[config.mk]
export PLATFORM = sky130hd
export DESIGN_NAME = iter_alu
export DESIGN_NICKNAME = d
export VERILOG_FILES = /design/src/rtl/iter_alu.sv
export SDC_FILE = /design/constraint.sdc
export NUM_CORES = 1
export LEC_CHECK = 0
export ABC_AREA = 1
export BUFFER_PORTS_ARGS = -buffer_cell sky130_fd_sc_hd__buf_2
export CAP_MARGIN = 20
export CORE_ASPECT_RATIO = 0.5
export CORE_MARGIN = 3
export CORE_UTILIZATION = 30
export CTS_BUF_LIST = sky130_fd_sc_hd__clkbuf_16
export CTS_CLUSTER_DIAMETER = 30
export DETAILED_ROUTE_END_ITERATION = 10
export GPL_ROUTABILITY_DRIVEN = 0
export SKIP_LAST_GASP = 1
export SLEW_MARGIN = 20
export SYNTH_ARGS = -nofsm -noshare
export SYNTH_HDL_FRONTEND = slang
export SYNTH_SLANG_ARGS = --single-unit
[constraint.sdc]
create_clock -name clk -period 3 [get_ports clk]
set_clock_uncertainty 0.15 [all_clocks]
set_input_delay 0.45 -clock clk [delete_from_list [all_inputs] [get_ports clk]]
set_output_delay 0.45 -clock clk [all_outputs]
set_load 0.03 [all_outputs]
[src/rtl/iter_alu.sv]
// Multi-cycle ALU with a valid/ready handshake; shifts and multiply iterate one bit per clock.
// Define ITER_ALU_EARLY_TERM_EN to let MUL stop once the remaining multiplier bits are all zero.
module iter_alu #(
   parameter int WIDTH = 16,
   parameter int SHW   = $clog2(WIDTH)
) (
   input  logic             clk,
   input  logic             reset,
   input  logic             in_valid,
   output logic             in_ready,
   input  logic [WIDTH-1:0] A,
   input  logic [WIDTH-1:0] B,
   input  logic [3:0]       func_code,
   input  logic [1:0]       branch_type,
   output logic             out_valid,
   input  logic             out_ready,
   output logic [WIDTH-1:0] C,
   output logic             overflow_flag,
   output logic             bcond
);

   // state  | meaning
   // S_IDLE | ready for a new op; single-cycle ops complete on the accept edge
   // S_BUSY | iterating a variable shift or the shift-add multiply
   // S_DONE | result, flags and bcond held until out_ready

   localparam int CW = SHW + 1;

   localparam logic [3:0] OP_ADD  = 4'd0;
   localparam logic [3:0] OP_SUB  = 4'd1;
   localparam logic [3:0] OP_AND  = 4'd2;
   localparam logic [3:0] OP_ORR  = 4'd3;
   localparam logic [3:0] OP_NOT  = 4'd4;
   localparam logic [3:0] OP_TCP  = 4'd5;
   localparam logic [3:0] OP_SHL  = 4'd6;
   localparam logic [3:0] OP_SHR  = 4'd7;
   localparam logic [3:0] OP_SHLV = 4'd8;
   localparam logic [3:0] OP_SHRV = 4'd9;
   localparam logic [3:0] OP_MUL  = 4'd10;

   typedef enum logic [1:0] {
      S_IDLE = 2'd0,
      S_BUSY = 2'd1,
      S_DONE = 2'd2
   } state_t;

   state_t             state_q, state_d;
   logic [3:0]         op_q, op_d;
   logic [1:0]         bt_q, bt_d;
   logic [2*WIDTH-1:0] mcand_q, mcand_d;
   logic [WIDTH-1:0]   mplier_q, mplier_d;
   logic [2*WIDTH-1:0] acc_q, acc_d;
   logic [CW-1:0]      cnt_q, cnt_d;
   logic [WIDTH-1:0]   c_q, c_d;
   logic               ovf_q, ovf_d;
   logic               bcond_q, bcond_d;

   logic               accept;
   logic [SHW-1:0]     shamt;
   logic [WIDTH-1:0]   sum, diff;
   logic [WIDTH-1:0]   quick_c;
   logic               quick_ovf;
   logic [WIDTH-1:0]   sh_cur, sh_next;
   logic [2*WIDTH-1:0] acc_next;
   logic               shift_last, mul_last;

   function automatic logic branch_eval(input logic [WIDTH-1:0] c, input logic [1:0] bt);
      logic r;
      r = 1'b0;
      case (bt)
         2'd0:    r = (c != '0);
         2'd1:    r = (c == '0);
         2'd2:    r = !c[WIDTH-1] && (c != '0);
         default: r = c[WIDTH-1];
      endcase
      return r;
   endfunction

   assign in_ready  = (state_q == S_IDLE);
   assign out_valid = (state_q == S_DONE);
   assign accept    = in_valid && in_ready;
   assign shamt     = B[SHW-1:0];

   assign C             = c_q;
   assign overflow_flag = ovf_q;
   assign bcond         = bcond_q;

   // Ops that finish on the accept edge, computed straight from the input operands.
   always_comb begin
      quick_c   = '0;
      quick_ovf = 1'b0;
      sum       = A + B;
      diff      = A - B;
      case (func_code)
         OP_ADD: begin
            quick_c   = sum;
            quick_ovf = (A[WIDTH-1] == B[WIDTH-1]) && (sum[WIDTH-1] != A[WIDTH-1]);
         end
         OP_SUB: begin
            quick_c   = diff;
            quick_ovf = (A[WIDTH-1] != B[WIDTH-1]) && (diff[WIDTH-1] != A[WIDTH-1]);
         end
         OP_AND:  quick_c = A & B;
         OP_ORR:  quick_c = A | B;
         OP_NOT:  quick_c = ~A;
         OP_TCP:  quick_c = (~A) + {{(WIDTH-1){1'b0}}, 1'b1};
         OP_SHL:  quick_c = {A[WIDTH-2:0], 1'b0};
         OP_SHR:  quick_c = {A[WIDTH-1], A[WIDTH-1:1]};
         OP_SHLV: quick_c = A;
         OP_SHRV: quick_c = A;
         default: quick_c = '0;
      endcase
   end

   // One iteration step; the shifter reuses the low half of the multiplicand register.
   always_comb begin
      sh_cur     = mcand_q[WIDTH-1:0];
      sh_next    = (op_q == OP_SHRV) ? {sh_cur[WIDTH-1], sh_cur[WIDTH-1:1]}
                                     : {sh_cur[WIDTH-2:0], 1'b0};
      acc_next   = mplier_q[0] ? (acc_q + mcand_q) : acc_q;
      shift_last = (cnt_q == CW'(1));
`ifdef ITER_ALU_EARLY_TERM_EN
      mul_last   = (cnt_q == CW'(1)) || (mplier_q[WIDTH-1:1] == '0);
`else
      mul_last   = (cnt_q == CW'(1));
`endif
   end

   always_comb begin
      state_d  = state_q;
      op_d     = op_q;
      bt_d     = bt_q;
      mcand_d  = mcand_q;
      mplier_d = mplier_q;
      acc_d    = acc_q;
      cnt_d    = cnt_q;
      c_d      = c_q;
      ovf_d    = ovf_q;
      bcond_d  = bcond_q;
      case (state_q)
         S_IDLE: begin
            if (accept) begin
               op_d     = func_code;
               bt_d     = branch_type;
               mcand_d  = {{WIDTH{1'b0}}, A};
               mplier_d = B;
               acc_d    = '0;
               if (func_code == OP_MUL) begin
                  cnt_d   = CW'(WIDTH);
                  state_d = S_BUSY;
               end else if ((func_code == OP_SHLV || func_code == OP_SHRV) && shamt != '0) begin
                  cnt_d   = {1'b0, shamt};
                  state_d = S_BUSY;
               end else begin
                  c_d     = quick_c;
                  ovf_d   = quick_ovf;
                  bcond_d = branch_eval(quick_c, branch_type);
                  state_d = S_DONE;
               end
            end
         end
         S_BUSY: begin
            cnt_d = cnt_q - CW'(1);
            if (op_q == OP_MUL) begin
               acc_d    = acc_next;
               mcand_d  = mcand_q << 1;
               mplier_d = mplier_q >> 1;
               if (mul_last) begin
                  c_d     = acc_next[WIDTH-1:0];
                  ovf_d   = |acc_next[2*WIDTH-1:WIDTH];
                  bcond_d = branch_eval(acc_next[WIDTH-1:0], bt_q);
                  state_d = S_DONE;
               end
            end else begin
               mcand_d = {{WIDTH{1'b0}}, sh_next};
               if (shift_last) begin
                  c_d     = sh_next;
                  ovf_d   = 1'b0;
                  bcond_d = branch_eval(sh_next, bt_q);
                  state_d = S_DONE;
               end
            end
         end
         S_DONE: begin
            if (out_ready) state_d = S_IDLE;
         end
         default: state_d = S_IDLE;
      endcase
   end

   always_ff @(posedge clk) begin
      if (reset) begin
         state_q  <= S_IDLE;
         op_q     <= '0;
         bt_q     <= '0;
         mcand_q  <= '0;
         mplier_q <= '0;
         acc_q    <= '0;
         cnt_q    <= '0;
         c_q      <= '0;
         ovf_q    <= 1'b0;
         bcond_q  <= 1'b0;
      end else begin
         state_q  <= state_d;
         op_q     <= op_d;
         bt_q     <= bt_d;
         mcand_q  <= mcand_d;
         mplier_q <= mplier_d;
         acc_q    <= acc_d;
         cnt_q    <= cnt_d;
         c_q      <= c_d;
         ovf_q    <= ovf_d;
         bcond_q  <= bcond_d;
      end
   end

endmodule

==> impl_metrics.yaml <==
clocking:
  postCtsHoldBufs: 0
  ctsResizeCount: 0
  clockBufferDepth: 2
  clock_latency_ns: 0.36
  cts_setup_buffers: 0
  h-tree-depth: 3
  cts_made_buffers: 9
  cts_sinks: 111
  clock-root-buffer: "clkbuf_16"
  cts_tree: "built"
  clk_pin_slew_worst_paths_ns: 0.09
yosys:
  ys_ff_latch: 111
  synth_cells: 1895
  yosysSeqAreaShare: 0.2042
  synth_top_cell_area_share: 0.2145
  postSynthAreaPerCell_sq_um: 5.743
  synthTopCellsByCount: "nand2_1 (622), inv_1 (227), nor2_1 (182)"
  synthesis.nets: 2021
  ys_top_cells_by_area: "nand2_1 (21%), dfxtp_1 (20%), ha_1 (9.3%), inv_1 (7.8%), nand3_1 (7.0%)"
  ys_warn_count: 0
  ys_types: 47
  synth_flop_cell: "dfxtp_1"
  synth_area_leader_cell: "nand2_1"
  synth_area_sq_mm: 0.01088
  async_flop_share: 0
  yosys.cell_count.top_type: "nand2_1"
  synth_edf_count: 0
pwr:
  powerDensity_mw_per_mm2: 337.1
  total_power_w: 0.004283
  leakage_nw: 6.083
  ir_drop_v: 0.0002578
placed_design:
  hpwl_um: 30580
  place_area_sq_mm: 0.01237
  port_buffers: 61
sta:
  worst_slew_pin_slew_ns: 0.7945
  slew_headroom: 0.4696
  layout_min_cycle_time_ns: 2.811
  finalMaxSlewViolations: 0
  fin_crit_sh: 0.9369
  rsz0062_at_grt: "yes"
  finalSetupViolations: 0
  finalHoldViolCount: 0
  max_freq_mhz: 355.8
worst_hold_path:
  hp-class: "in -> reg"
  whs_path_depth: 4
  hp-start: "out_ready"
  hold_path_end: "state_q[1]"
floorplan:
  dieArea_sq_mm: 0.03874
  core_sq_mm: 0.03513
  chipWidth_um: 275.4
  die_h_um: 140.7
  rows: 48
  start_util: 0.3098
  boundaryPins: 62
cells_and_area:
  final_area_sq_mm: 0.01271
  drive_gt1_frac: 0.1332
  multiInputGateArea_sq_mm: 0.007510
  area_growth_pct: 16.76
  seq_area_sq_mm: 0.002226
  nets: 2149
  nFillCells: 3924
  antenna_cells: 0
detailed_routing:
  drc: 0
  via_count: 12480
  wirelength_um: 38090
  firstDrtPassIters: 6
  drt_iter0_markers: 1025
  post_drt_wl_per_cell_um: 15.22
  avgViaCountPerCell: 4.988
  drt.antenna.violating_nets: 0
critical_path:
  required_ns: 3.08
  critPathLaunchType: "input pin"
  worst_r2r_path_depth: 20
  r2r-start: "mcand_q[0]"
  r2r_end: "overflow_flag"
  cp_data_arrival_time_ns: 2.89
  r2r_slack_ns: 0.19
  crit_fanout: 8
  endpoint_kind: "register"
  crit_type: "in -> reg"
grt:
  grt_pass1_wl_um: 60260
  grt_pass1_vias: 11460
  track_usage: 0.1939
  grt_max_degree: 73
  antenna_found_initial: 0
  grt_overflow: 0
outcome:
  status: "finished, final reports clean"
flow_run:
  drv_cap: 0
layout by cell type (no fill, tap or decap), types with 3 or more instances in the layout:
cell	count
inv_6	3
nor2_2	11
nor2_4	4
o21ai_1	10
nor3_1	10
nand4_1	18
o22ai_1	23
a21oi_1	133
inv_1	227
or2_2	28
nand3_2	4
clkinv_1	3
nor2_1	180
o21ai_0	103
buf_4	120
nand2_2	9
nand3_1	153
xnor2_1	9
o21a_1	4
clkbuf_16	9
a41oi_1	13
buf_2	61
a21oi_2	5
and2_1	3
ha_1	79
dfxtp_1	108
o211ai_1	5
xor2_1	7
a31oi_1	34
inv_2	4
o21bai_1	3
nand2_1	617
dfxtp_2	3
how the worst max path moves through the flow:
stage | from | end | depth (start not counted)
after floorplan | A[13] | bcond | 18
after global placement | A[10] | bcond | 18
after detailed placement | A[10] | bcond | 18
after CTS | mcand_q[0] | overflow_flag | 19
after global routing | mcand_q[0] | overflow_flag | 19
final | A[10] | bcond | 18
per-layer routing:
layer | vias up | part of all wire | global-route usage
met2 | 408 | 0.44 | 0.3146
li1 | 6402 | - | -
met4 | 0 | 0.031 | 0.06519
met3 | 63 | 0.065 | 0.03197
met1 | 5606 | 0.46 | 0.2616
met5 | - | 0 | 0
flip-flops by register name (all words and copies together) (netlist names):
| name | cells |
|---|---|
| acc_q | 32 |
| mcand_q | 32 |
| C | 16 |
| mplier_q | 16 |
| cnt_q | 5 |
| op_q | 4 |
| bt_q | 2 |
| state_q | 2 |
| bcond | 1 |
| overflow_flag | 1 |
logic make-up after synthesis:
kind of cell | Yosys count | synth area share
AOI/OAI and AO/OA | 339 | 0.1720
xor gates and xnor gates | 16 | 0.01288
adders and majority gates | 84 | 0.09864
buffers and inverters | 298 | 0.1100
DFF | 111 | 0.2042
muxes | 2 | 0.001840
and+or+nand+nor | 1045 | 0.4004
critical path, cell delays in order:
cell,delay (ns)
buf_2,0.12
inv_1,0.06
ha_1,0.46
buf_4,0.17
nand2_1,0.10
nor3_2,0.25
and2_1,0.17
nand2_1,0.11
nand2_1,0.10
nand2_1,0.05
nand3_1,0.08
nand3_1,0.10
nor2_1,0.14
nand4_1,0.18
nand3_1,0.13
nand3_2,0.08
nand3_2,0.07
a21oi_2,0.04
cell type report:
type,instances,area share
Clock buffer,9,0.01772
Tap cell,475,0.04677
Multi-Input combinational cell,1486,0.5910
Timing Repair Buffer,181,0.09492
Inverter,234,0.06912
Sequential cell,111,0.1752
Clock inverter,6,0.005317
power by group:
| group | internal, W | total (W) | switching (W) |
|---|---|---|---|
| clock network | 0.000586 | 0.00122 | 0.000632 |
| registers | 0.00156 | 0.00163 | 0.0000727 |
| logic | 0.000504 | 0.00143 | 0.000930 |
metrics by stage:
| stage | utilization | TNS, ns | std cells | setup WS (ns) | hold slack, ns |
|---|---|---|---|---|---|
| after floorplan | - | 0 | 1895 | 0.4350 | 0.2803 |
| after global placement | 0.3521 | -0.2920 | 2487 | -0.2920 | 0.2958 |
| after detailed placement | 0.3521 | -0.2541 | 2487 | -0.2541 | 0.3007 |
| after CTS | 0.3605 | 0 | 2502 | 0.04844 | 0.1794 |
| final | 0.3617 | 0 | 2502 | 0.1892 | 0.1878 |
| after global routing | 0.3617 | -0.03152 | 2502 | -0.03152 | 0.2144 |
Power figures use the tool's default switching activity.
